## src/rtl/tod_snapshot_reader_if.sv

```systemverilog
// Register-read bus between the decode logic (master) and the snapshot reader (slave).
// RD_REQ is a one-cycle strobe that is always accepted (no ready); RD_VALID_Q answers it exactly one cycle later.
interface tod_snapshot_reader_if #(
   parameter int P_ADDR_WIDTH = 2,
   parameter int P_BUS_WIDTH  = 16
);
   logic                    RD_REQ;
   logic [P_ADDR_WIDTH-1:0] RD_ADDR;
   logic [P_BUS_WIDTH-1:0]  RD_DATA_Q;
   logic                    RD_VALID_Q;

   modport master (
      output RD_REQ,
      output RD_ADDR,
      input  RD_DATA_Q,
      input  RD_VALID_Q
   );

   modport slave (
      input  RD_REQ,
      input  RD_ADDR,
      output RD_DATA_Q,
      output RD_VALID_Q
   );
endinterface

```

## src/rtl/tod_snapshot_reader.sv

```systemverilog
// Serves a wide time-of-day counter over a narrow read bus; a word-0 read freezes the
// whole value into a shadow so the remaining words never tear across a carry.
module tod_snapshot_reader #(
   parameter int P_CNTR_WIDTH = 48,
   parameter int P_BUS_WIDTH  = 16,
   parameter int P_ADDR_WIDTH = 2,
   parameter int P_TIMEOUT    = 255
) (
   input  logic                    CLOCK,
   input  logic                    RESET_N,
   input  logic [P_CNTR_WIDTH-1:0] CNTR_IN,
   input  logic                    ERR_CLR,
   output logic                    SNAP_ACTIVE_Q,
   output logic                    ERR_STALE_Q,
   tod_snapshot_reader_if.slave    rd
);

   localparam int LP_N     = (P_CNTR_WIDTH + P_BUS_WIDTH - 1) / P_BUS_WIDTH;
   localparam int LP_PAD_W = LP_N * P_BUS_WIDTH;
   localparam logic [P_ADDR_WIDTH:0] LP_N_A    = (P_ADDR_WIDTH+1)'(LP_N);
   localparam logic [P_ADDR_WIDTH:0] LP_LAST_A = (P_ADDR_WIDTH+1)'(LP_N - 1);
   localparam logic [15:0]           LP_TMO    = 16'(P_TIMEOUT);

   typedef enum logic {ST_IDLE, ST_CAPTURED} state_t;

   state_t                  state_q;
   logic [P_CNTR_WIDTH-1:0] shadow_q;
   logic [P_BUS_WIDTH-1:0]  data_q;
   logic                    valid_q;
   logic                    err_q;
   logic [15:0]             tmo_cnt_q;

   logic [15:0]             tmo_cnt_d;
   logic [LP_PAD_W-1:0]     live_pad;
   logic [LP_PAD_W-1:0]     shadow_pad;
   logic [P_ADDR_WIDTH:0]   addr_ext;
   logic                    in_range;
   logic                    is_word0;
   logic                    is_last;
   logic                    set_err;
   logic [P_BUS_WIDTH-1:0]  live_word;
   logic [P_BUS_WIDTH-1:0]  shadow_word;

   // Zero-padding to a whole number of words makes the top word read 0 above the counter MSB.
   always_comb begin
      live_pad                       = '0;
      live_pad[P_CNTR_WIDTH-1:0]     = CNTR_IN;
      shadow_pad                     = '0;
      shadow_pad[P_CNTR_WIDTH-1:0]   = shadow_q;
      addr_ext                       = {1'b0, rd.RD_ADDR};
      in_range                       = (addr_ext < LP_N_A);
      is_word0                       = (addr_ext == '0);
      is_last                        = (addr_ext == LP_LAST_A);
      live_word                      = '0;
      shadow_word                    = '0;
      for (int k = 0; k < LP_N; k++) begin
         if (addr_ext == (P_ADDR_WIDTH+1)'(k)) begin
            live_word   = live_pad[k*P_BUS_WIDTH +: P_BUS_WIDTH];
            shadow_word = shadow_pad[k*P_BUS_WIDTH +: P_BUS_WIDTH];
         end
      end
      set_err   = rd.RD_REQ && in_range && !is_word0 && (state_q == ST_IDLE);
      tmo_cnt_d = (tmo_cnt_q == 16'hFFFF) ? tmo_cnt_q : tmo_cnt_q + 16'd1;
   end

   always_ff @(posedge CLOCK or negedge RESET_N) begin
      if (!RESET_N) begin
         state_q   <= ST_IDLE;
         shadow_q  <= '0;
         data_q    <= '0;
         valid_q   <= 1'b0;
         err_q     <= 1'b0;
         tmo_cnt_q <= '0;
      end else begin
         valid_q <= rd.RD_REQ;

         if (rd.RD_REQ && is_word0) begin
            shadow_q <= CNTR_IN;
            data_q   <= live_word;
            if (LP_N > 1) begin
               state_q   <= ST_CAPTURED;
               tmo_cnt_q <= '0;
            end
         end else if (rd.RD_REQ && in_range) begin
            if (state_q == ST_CAPTURED) begin
               data_q <= shadow_word;
               if (is_last) begin
                  state_q <= ST_IDLE;
               end else begin
                  tmo_cnt_q <= '0;
               end
            end else begin
               data_q <= live_word;
            end
         end else begin
            // Out-of-range reads answer 0 and count as idle for the abandonment timer.
            if (rd.RD_REQ) begin
               data_q <= '0;
            end
            if (state_q == ST_CAPTURED) begin
               tmo_cnt_q <= tmo_cnt_d;
               if (tmo_cnt_d == LP_TMO) begin
                  state_q <= ST_IDLE;
               end
            end
         end

         if (set_err) begin
            err_q <= 1'b1;
         end else if (ERR_CLR) begin
            err_q <= 1'b0;
         end
      end
   end

   assign rd.RD_DATA_Q  = data_q;
   assign rd.RD_VALID_Q = valid_q;
   assign SNAP_ACTIVE_Q = (state_q == ST_CAPTURED);
   assign ERR_STALE_Q   = err_q;

endmodule

```

## src/flat_wrapper.sv

```systemverilog
// flat-port wrapper written by rule: the top's interface ports become plain ports
module tod_snapshot_reader_flat 
#(
   parameter int P_CNTR_WIDTH = 48,
   parameter int P_BUS_WIDTH  = 16,
   parameter int P_ADDR_WIDTH = 2,
   parameter int P_TIMEOUT    = 255
)
  (CLOCK, RESET_N, CNTR_IN, ERR_CLR, SNAP_ACTIVE_Q, ERR_STALE_Q, rd_RD_REQ, rd_RD_ADDR, rd_RD_DATA_Q, rd_RD_VALID_Q);
  tod_snapshot_reader_if #(.P_ADDR_WIDTH(P_ADDR_WIDTH), .P_BUS_WIDTH(P_BUS_WIDTH)) rd_i ();
  input  logic CLOCK;
  input  logic RESET_N;
  input  logic [P_CNTR_WIDTH-1:0] CNTR_IN;
  input  logic ERR_CLR;
  output logic SNAP_ACTIVE_Q;
  output logic ERR_STALE_Q;
  input wire logic [$bits(rd_i.RD_REQ)-1:0] rd_RD_REQ;
  input wire logic [$bits(rd_i.RD_ADDR)-1:0] rd_RD_ADDR;
  output wire logic [$bits(rd_i.RD_DATA_Q)-1:0] rd_RD_DATA_Q;
  output wire logic [$bits(rd_i.RD_VALID_Q)-1:0] rd_RD_VALID_Q;
  assign rd_i.RD_REQ = rd_RD_REQ;
  assign rd_i.RD_ADDR = rd_RD_ADDR;
  assign rd_RD_DATA_Q = rd_i.RD_DATA_Q;
  assign rd_RD_VALID_Q = rd_i.RD_VALID_Q;
  tod_snapshot_reader #(.P_CNTR_WIDTH(P_CNTR_WIDTH), .P_BUS_WIDTH(P_BUS_WIDTH), .P_ADDR_WIDTH(P_ADDR_WIDTH), .P_TIMEOUT(P_TIMEOUT)) u_core (.CLOCK(CLOCK), .RESET_N(RESET_N), .CNTR_IN(CNTR_IN), .ERR_CLR(ERR_CLR), .SNAP_ACTIVE_Q(SNAP_ACTIVE_Q), .ERR_STALE_Q(ERR_STALE_Q), .rd(rd_i));
endmodule
```

## config.mk

```make
export PLATFORM = sky130hd
export DESIGN_NAME = tod_snapshot_reader_flat
export DESIGN_NICKNAME = d
export VERILOG_FILES = /design/src/rtl/tod_snapshot_reader_if.sv /design/src/rtl/tod_snapshot_reader.sv /design/src/flat_wrapper.sv
export SDC_FILE = /design/constraint.sdc
export NUM_CORES = 1
export LEC_CHECK = 0
export CORE_MARGIN = 5
export CORE_UTILIZATION = 54
export DETAILED_ROUTE_END_ITERATION = 10
export PLACE_DENSITY = 0.87
export SETUP_SLACK_MARGIN = 0.4
export SLEW_MARGIN = 20
export SYNTH_ARGS = -nofsm -noshare
export SYNTH_HDL_FRONTEND = slang
export SYNTH_SLANG_ARGS = --single-unit
```

## constraint.sdc

```tcl
create_clock -name CLOCK -period 2.1 [get_ports CLOCK]
set_clock_uncertainty 0.05 [all_clocks]
set_input_delay 0.42 -clock CLOCK [delete_from_list [all_inputs] [get_ports CLOCK]]
set_output_delay 0.42 -clock CLOCK [all_outputs]
set_load 0.02 [all_outputs]
```

Word level (Yosys, flattened, before mapping)
Index checks and enable logic that the tools add are counted.
Storage, ports and cells
  register bits: 83
  output and inout port bits: 19
  word-level logic and storage cells: 48
Cells by class
  add/sub/neg operators: 1
  order comparisons: 1
  equality and inequality tests: 5
  muxes and demuxes: 24
  bitwise logic cells: 1
  reductions and logical operators: 10
Operators by type and width (number)
  16-bit 2-to-1 mux: 16
  16-bit by 1-bit adder with 16-bit output (second input constant): 1
  16-bit equality test (second input constant): 1
  16-bit by 8-bit equality test with 1-bit output (second input constant): 1
  1-bit 2-to-1 mux: 8
  1-bit logical AND: 4
  2-bit nonzero test: 2
  3-bit != test (second input constant): 1
  3-bit nonzero test: 1
  2-bit by 1-bit equality test with 1-bit output (second input constant): 1
  2-bit equality test (second input constant): 1
  2-bit logical NOT: 1
  2-bit less-than comparator (second input constant): 1
  2-bit AND reduction: 1
  1-bit logical NOT: 1
  1-bit inverter: 1

Longest topological paths before layout
Gate-level depths: netlist of the first run.
  depth after elaboration: 7
  mapped depth: 8
  mapped depth without buffers: 6

Worst setup path before layout of the first run
OpenSTA, ideal clock, no wires.
  path kind: reg2reg
  start: reg u_core.tmo_cnt_q[0]
  end: reg u_core.state_q, in the netlist u_core.SNAP_ACTIVE_Q
  arrival: 1.686 ns
  path slack: 0.282 ns
  cell stages (with the launch flop): 8
  path buffers: 1
  cells stage by stage: dfrtp_1 > ha_1 > buf_4 > and4_4 > nand2_2 > o311a_1 > o22a_1 > a31oi_1
Between the ends
  word-level cells in the longest chain between the ends: 7
  elaborated cells on any way between the ends: 8
Ends and longest elaborated chain
  from (decl): RTL line tod_snapshot_reader.sv:31  | logic [15:0] tmo_cnt_q;
  from (signal assigned): RTL line tod_snapshot_reader.sv:101  | tmo_cnt_q <= tmo_cnt_d;
  16-bit by 1-bit adder with 16-bit output / 16-bit equality test (equally long branches): RTL line tod_snapshot_reader.sv:63  | tmo_cnt_d = (tmo_cnt_q == 16'hFFFF) ? tmo_cnt_q : tmo_cnt_q + 16'd1;
  16-bit 2-to-1 mux (*): RTL line tod_snapshot_reader.sv:63
  16-bit by 8-bit equality test with 1-bit output (*): RTL line tod_snapshot_reader.sv:102  | if (tmo_cnt_d == LP_TMO) begin
  1-bit 2-to-1 mux (*): RTL line tod_snapshot_reader.sv:102
  1-bit 2-to-1 mux (*): RTL line tod_snapshot_reader.sv:100  | if (state_q == ST_CAPTURED) begin
  1-bit 2-to-1 mux (*): RTL line tod_snapshot_reader.sv:84  | end else if (rd.RD_REQ && in_range) begin
  1-bit 2-to-1 mux (*): RTL line tod_snapshot_reader.sv:77  | if (rd.RD_REQ && is_word0) begin
  to (signal assigned): RTL line tod_snapshot_reader.sv:81  | state_q <= ST_CAPTURED;
  to (signal assigned): RTL line tod_snapshot_reader.sv:88  | state_q <= ST_IDLE;
  to (signal assigned): RTL line tod_snapshot_reader.sv:103  | state_q <= ST_IDLE;
  to (decl): RTL line tod_snapshot_reader.sv:26  | state_t state_q;
Every way passes the cells marked *; elsewhere a longest branch is shown, timed or not.
A chain may end at the register's enable or synchronous reset.

Final worst setup path of the first run
  start: reg u_core.tmo_cnt_q[1]
  end: reg u_core.state_q, in the netlist u_core.SNAP_ACTIVE_Q
The elaborated chain is that of the path after synthesis.

==> impl_metrics.yaml, run 1 <==
sta:
  rsz0062_at_grt: "true"
  slew-limit-headroom_pct: 58.7
  finalSetupViolCount: 0
  timing.final.crit_share_pct: 82.9
  slew_violations: 0
  hold_slack_ps: -2.47
  worst_slew_pin_slew_ps: 619
  finalWorstPathRequiredPeriod_ps: 1740
  timing.fmax_mhz: 574
  fin_tns_setup_ps: 0
  finalHoldViolCount: 2
  setup_ws_ps: 359
finish:
  design.final.nets: 600
  post_layout_nonfiller_instances: 655
  n_antenna_cell: 0
  nFillCells: 534
  area.growth.synth_to_final_pct: 33.1
  post-route-cell-area_mm2: 0.00594
  final_layout_size_suffix_gt1_share_pct: 27.8
  seqCellArea_mm2: 0.00209
  multiInputGateArea_mm2: 0.00223
route:
  via_count: 4026
  wl_mm: 12.4
  route.detailed.vias_per_inst: 6.15
  initialDrtViolationCount: 315
  average_routed_wire_per_standard_cell_um: 18.9
  drt.antenna.violating_nets: 0
  remaining_drc_errors: 0
  drt-pass1-iter-count: 5
power_and_ir_drop:
  power.density_mw_per_mm2: 712
  p_sw_mw: 1.33
  pwr-share-comb_pct: 26.1
  power.ir.vdd_worst_uv: 459
  clock_power_share_pct: 26.0
  switching_share_pct: 31.4
  power.sequential.fraction_pct: 47.8
  leakagePower_nw: 2.58
  power.internal_mw: 2.90
cts:
  cts_root_buf: "clkbuf_8"
  cts_made_buffers: 9
  cts-root-to-sink-buffers: 2
  clk_pin_slew_worst_paths_ps: 90
  clock_sinks: 83
  insertion_delay_ps: 360
  post_cts_hold_buffer_count: 0
  cts_htree_levels: 3
  tritoncts_clock_tree: "yes"
logic_synthesis:
  yosys.cell_types.count: 54
  synth_edf_count: 0
  synth_top_area_share_pct: 46.5
  top_ff_cell_synth: "dfrtp_1"
  share_of_synthesized_area_spent_on_multiplexers_pct: 19.5
  synth-xor-area-share_pct: 0.196
  syn_nets: 494
  synth_cells: 439
  yosysWarnings: 0
  synth_seq_cells: 83
  synth_top_family_by_area: "multiplexers"
  yosys-top-cells-area: "dfrtp_1 (47%), mux2_2 (12%), mux2i_1 (7.2%)"
  simple_gate_fraction_of_synth_area_pct: 12.1
  synth_compound_gate_area_share_pct: 16.3
  postSynth.asyncResetShare_pct: 100
  yosysMostFrequentCell: "dfrtp_1"
  synth.yosys.seq_area_share_pct: 46.5
  post_synth_instance_area_mm2: 0.00446
  synth_top_cells_by_count: "dfrtp_1 (83), o21ai_0 (52), mux2_2 (49), nand2_1 (49), mux2i_1 (32)"
  post-synth-top-area-cell: "dfrtp_1"
  synthesized_area_per_cell_um2: 10.2
  synth_fa_ha_area_share_pct: 0.280
die:
  die_y_um: 101
  initial_util_pct: 54.9
  core-area_mm2: 0.00813
  die_w_um: 101
  rows: 33
  top_level_ports: 73
  dieArea_mm2: 0.0102
outcome:
  violations: "negative hold slack"
  status: "finished with violations"
global_route:
  first_global_vias: 4231
  grt_pass1_wl_mm: 20.1
  antenna_violations_before_repair: 0
  global_route.overflow_total: 0
  grt_max_degree: 48
  gr-usage-all-layers_pct: 25.1
setup_path:
  cp_max_fo: 5
  crit_required_ps: 2290
  worst-endpoint-arrival_ps: 1940
  setup.worst_path.end_class: "flip-flop"
  worst_path_dominant_cell_family: "simple AND/OR/NAND/NOR gates"
  setup.worst_path.class: "reg2reg"
  wp_buf_inv: 0
  crit_slowest_cell: "or4_4"
  max_stage_delay_ps: 560
  critical_path.cell_chain: "ha_4, nand4_4, or4_4, nand2_1, and4bb_1, a31oi_1"
  start_kind: "flip-flop"
placement:
  dp_worst_setup_slack_ps: -200
  finalWeightedCongestion: 0.951
  place_inst: 621
  post-dp-hpwl_mm: 8.18
  placedInstanceArea_mm2: 0.00549
  portBuffers: 72
flow_run:
  drv.max_cap_violation_count: 0
min_path:
  hold_path_class: "in2async"
==> kinds of logic (layout without fill, tap and decap cells) <==
logic type / after synthesis / in the layout
AOI/OAI and AO/OA: 124 / 124
muxes: 81 / 81
DFF: 83 / 83
xor gates and xnor gates: 1 / 1
buffers and inverters: 51 / 162
adders and majority gates: 1 / 1
and+or+nand+nor: 98 / 98
==> cell type report <==
cell class / count / share of cell area, %
Clock buffer: 10 / 2.32
Clock inverter: 6 / 0.842
Inverter: 21 / 1.33
Multi-Input combinational cell: 305 / 37.5
Sequential cell: 83 / 35.1
Tap cell: 105 / 2.21
Timing Repair Buffer: 125 / 20.6
==> final timing paths <==
path	from	end	slack (ps)	cells past startpoint
max in group asynchronous	RESET_N	u_core.tmo_cnt_q[4]	1300	2
min in group CLOCK	u_core.shadow_pad[0]	u_core.shadow_pad[0]	460	1
setup reg to reg	u_core.tmo_cnt_q[1]	u_core.SNAP_ACTIVE_Q	360	6
setup / recovery	u_core.tmo_cnt_q[1]	u_core.SNAP_ACTIVE_Q	360	6
hold reg to reg	u_core.shadow_pad[0]	u_core.shadow_pad[0]	460	1
hold / removal	RESET_N	u_core.shadow_pad[26]	-2	1
==> power by group through the flow <==
stage | clock network, mW | logic (mW) | registers, mW
after floorplan | 0 | 0.560 | 2.05
after global placement | 0 | 0.961 | 2.04
after detailed placement | 0 | 0.996 | 2.05
after CTS | 1.11 | 1.05 | 2.02
after global routing | 1.19 | 1.20 | 2.05
final | 1.10 | 1.11 | 2.02
==> what timing repair did <==
action / CTS / global route
setup buffers: 14 / 3
gates cloned: 1 / 0
endpoints found under the setup margin: 74 / 12
resized for setup: 40 / 8
pin swaps: 6 / 2
==> layout by cell type, fill, tap and decap left out, types with 2 or more instances in the layout <==
| master | count |
|---|---|
| mux2i_1 | 32 |
| a31oi_1 | 6 |
| and2_4 | 2 |
| nor2_1 | 10 |
| clkinv_4 | 3 |
| dlygate4sd2_1 | 21 |
| a22oi_1 | 17 |
| buf_4 | 39 |
| nand4_4 | 2 |
| a21oi_1 | 17 |
| a22o_1 | 2 |
| nand2_2 | 3 |
| buf_6 | 5 |
| dfrtp_2 | 9 |
| and4_2 | 2 |
| clkdlybuf4s50_1 | 49 |
| dfrtp_1 | 74 |
| buf_12 | 8 |
| nand4_1 | 5 |
| nand2_1 | 47 |
| mux2_2 | 49 |
| o21ai_0 | 51 |
| o22ai_1 | 3 |
| nand3_1 | 6 |
| inv_1 | 21 |
| clkbuf_8 | 10 |
| o21ai_1 | 14 |
==> flip-flops by register name, indices dropped and copies added (netlist names) <==
signal / count
u_core.shadow_pad: 48
u_core.rd.RD_DATA_Q: 16
u_core.tmo_cnt_q: 16
u_core.ERR_STALE_Q: 1
u_core.SNAP_ACTIVE_Q: 1
u_core.rd.RD_VALID_Q: 1
==> through the flow <==
step	power, mW	util, %	hold slack, ps
3_3_place_gp	3.00	67.4	412
4_1_cts	4.19	72.5	30.7
6_report	4.23	73.1	-2.47
5_1_grt	4.44	73.1	44.2
3_5_place_dp	3.05	67.4	421
2_1_floorplan	2.61	-	74.4
==> worst reg2reg max path, delay by kind of cell, from the launching register on <==
family                   cells  cell delay, ps
AO/OA/AOI/OAI                1              70
flip-flops                   1             420
adder cells (fa/ha/maj)      1             190
AND/OR/NAND/NOR              4             900
==> per-layer routing <==
metal  wire [um]  up-vias  GRT usage [%]  part of all wire, %
met4         569        0           14.7                  4.6
met3         884       57           3.81                  7.1
met2        6170      233           41.6                   50
li1            -     1792              -                    -
met1        4760     1944           31.2                   38
met5           0        -              0                    0
(Power assumes the default switching activity.)
==> inputs of run 2 (changes only) <==
CORE_UTILIZATION = 49   (was 54)
PLACE_DENSITY = 0.83   (was 0.87)
clock period = 1.4 ns   (was 2.1 ns; I/O delays follow)
==> impl_metrics.yaml, run 2 (synthesis gave the netlist of run 1 again) <==
finish:
  post-route-cell-area_mm2: 0.00749
  most_frequent_cells_in_the_layout: "buf_4 (94), dfrtp_1 (76), buf_6 (54)"
  area.growth.synth_to_final_pct: 67.8
  layout_commonest_cell: "buf_4"
  postLayoutCoreUtil_pct: 85.1
  design.final.nets: 692
  largest_register_ffs: 48
  n_antenna_cell: 0
  final_layout_size_suffix_gt1_share_pct: 48.6
  post_layout_nonfiller_instances: 750
placement:
  dp_worst_setup_slack_ps: -761
  portBuffers: 72
  place_inst: 670
  finalWeightedCongestion: 0.932
  post-dp-hpwl_mm: 9.11
  placedInstanceArea_mm2: 0.00607
route:
  average_routed_wire_per_standard_cell_um: 26.6
  drt.antenna.violating_nets: 0
  initialDrtViolationCount: 563
  via_count: 5066
  wl_mm: 19.9
  route.detailed.vias_per_inst: 6.75
  drt-pass1-iter-count: 6
  remaining_drc_errors: 0
min_path:
  hold_depth: 2
  hold-path-endpoint: "u_core.rd.RD_VALID_Q"
  hold_path_class: "in2reg"
  hold_path_startpoint: "rd_RD_REQ"
die:
  dieArea_mm2: 0.0111
  die_w_um: 105
  initial_util_pct: 50.7
  top_level_ports: 73
  rows: 34
  die_y_um: 105
  core-area_mm2: 0.00881
cts:
  cts_root_buf: "clkbuf_8"
  cts-root-to-sink-buffers: 2
  cts_htree_levels: 3
  insertion_delay_ps: 370
  clock_sinks: 83
  clk_pin_slew_worst_paths_ps: 90
  cts_made_buffers: 9
  tritoncts_clock_tree: "yes"
flow_run:
  drv.max_cap_violation_count: 0
sta:
  slew_violations: 0
  finalHoldViolCount: 0
  rsz0062_at_grt: "true"
  timing.final.crit_share_pct: 136
  timing.fmax_mhz: 523
  finalWorstPathRequiredPeriod_ps: 1910
  setup_ws_ps: -510
  worst_slew_pin_slew_ps: 612
  finalSetupViolCount: 30
  hold_slack_ps: 258
  slew-limit-headroom_pct: 59.2
global_route:
  global_route.overflow_total: 0
  grt_max_degree: 84
  first_global_vias: 4977
  grt_pass1_wl_mm: 26.6
  antenna_violations_before_repair: 0
  gr-usage-all-layers_pct: 30.5
setup_path:
  crit_required_ps: 1580
  rr_worst_depth: 7
  cp_max_fo: 6
  reg2reg_setup_slack_ps: -510
  worst-endpoint-arrival_ps: 2090
  start_kind: "flip-flop"
  setup.worst_path.end_class: "flip-flop"
  worstReg2RegEnd: "u_core.SNAP_ACTIVE_Q"
  r2r_start: "u_core.tmo_cnt_q[5]"
  setup.worst_path.class: "reg2reg"
outcome:
  violations: "negative setup slack"
  status: "finished with violations"
power_and_ir_drop:
  power.density_mw_per_mm2: 1060
  leakagePower_nw: 3.38
  power.ir.vdd_worst_uv: 788
==> run 2: changes by cell type in the layout (fill, tap and decap cells not counted), moves of 7 or more <==
cell,previous run,this run
buf_4,39,94
buf_6,5,54
mux2_2,49,0
mux2_4,0,49
dlygate4sd2_1,21,0
o21ai_0,51,33
a22oi_1,17,0
a22oi_2,0,17
o21ai_1,14,23
o21ai_2,1,8
==> run 2: area by class of cell <==
cell class / instances / area, um2
fillers: 355 / 1320
clock buffers: 10 / 128
inverters: 21 / 78.8
clock inverters: 6 / 113
flip-flops and latches: 83 / 2090
well taps: 108 / 135
repair buffers: 217 / 2190
multi-input cells: 305 / 2760
==> run 2: metrics by stage <==
stage          total power [mW]  TNS, ps
6_report                   7.93    -5060
5_1_grt                    8.18    -6600
4_1_cts                    7.40    -3030
3_5_place_dp               4.93   -50460
3_3_place_gp               4.84   -48400
2_1_floorplan              4.13    -3780
==> run 2: routing by layer <==
metal  routed length [um]  up-vias  GRT usage (%)  part of all wire [%]
met2                 9360      478           52.4                    47
met1                 7080     2441           34.4                    36
met5                    0        -              0                     0
li1                     -     1978              -                     -
met3                 2050      169           9.29                    10
met4                 1440        0           15.3                   7.2
==> run 2: how the worst max path moves through the flow <==
stage / to / from
global route: u_core.SNAP_ACTIVE_Q / u_core.tmo_cnt_q[10]
finish: u_core.SNAP_ACTIVE_Q / u_core.tmo_cnt_q[5]
detailed placement: u_core.rd.RD_DATA_Q[14] / rd_RD_ADDR[1]
global placement: u_core.tmo_cnt_q[0] / rd_RD_ADDR[1]
CTS: u_core.SNAP_ACTIVE_Q / u_core.tmo_cnt_q[12]
floorplan: u_core.SNAP_ACTIVE_Q / u_core.tmo_cnt_q[1]
==> run 2: report_power, final <==
part	switching (mW)	total, mW	internal, mW
Sequential	0.354	3.13	2.78
Clock	0.975	2.17	1.19
Combinational	1.20	2.63	1.43
Total	2.53	7.93	5.40
==> run 2: what timing repair did <==
item                                    CTS  global route
resized for setup                       226            46
buffers inserted                         36            23
endpoints found under the setup margin  101           100
endpoints found under the hold margin    83             0
cloned                                    4             0
hold buffers                              1             0
pin swaps                                30            21
==> run 2: worst max-delay path: stages (launching register included) <==
cell and delay (ps):
dfrtp_1 430, buf_6 140, buf_4 160, nand2_1 160
o31a_1 340, a31oi_1 150, and4bb_1 250, a31oi_1 80
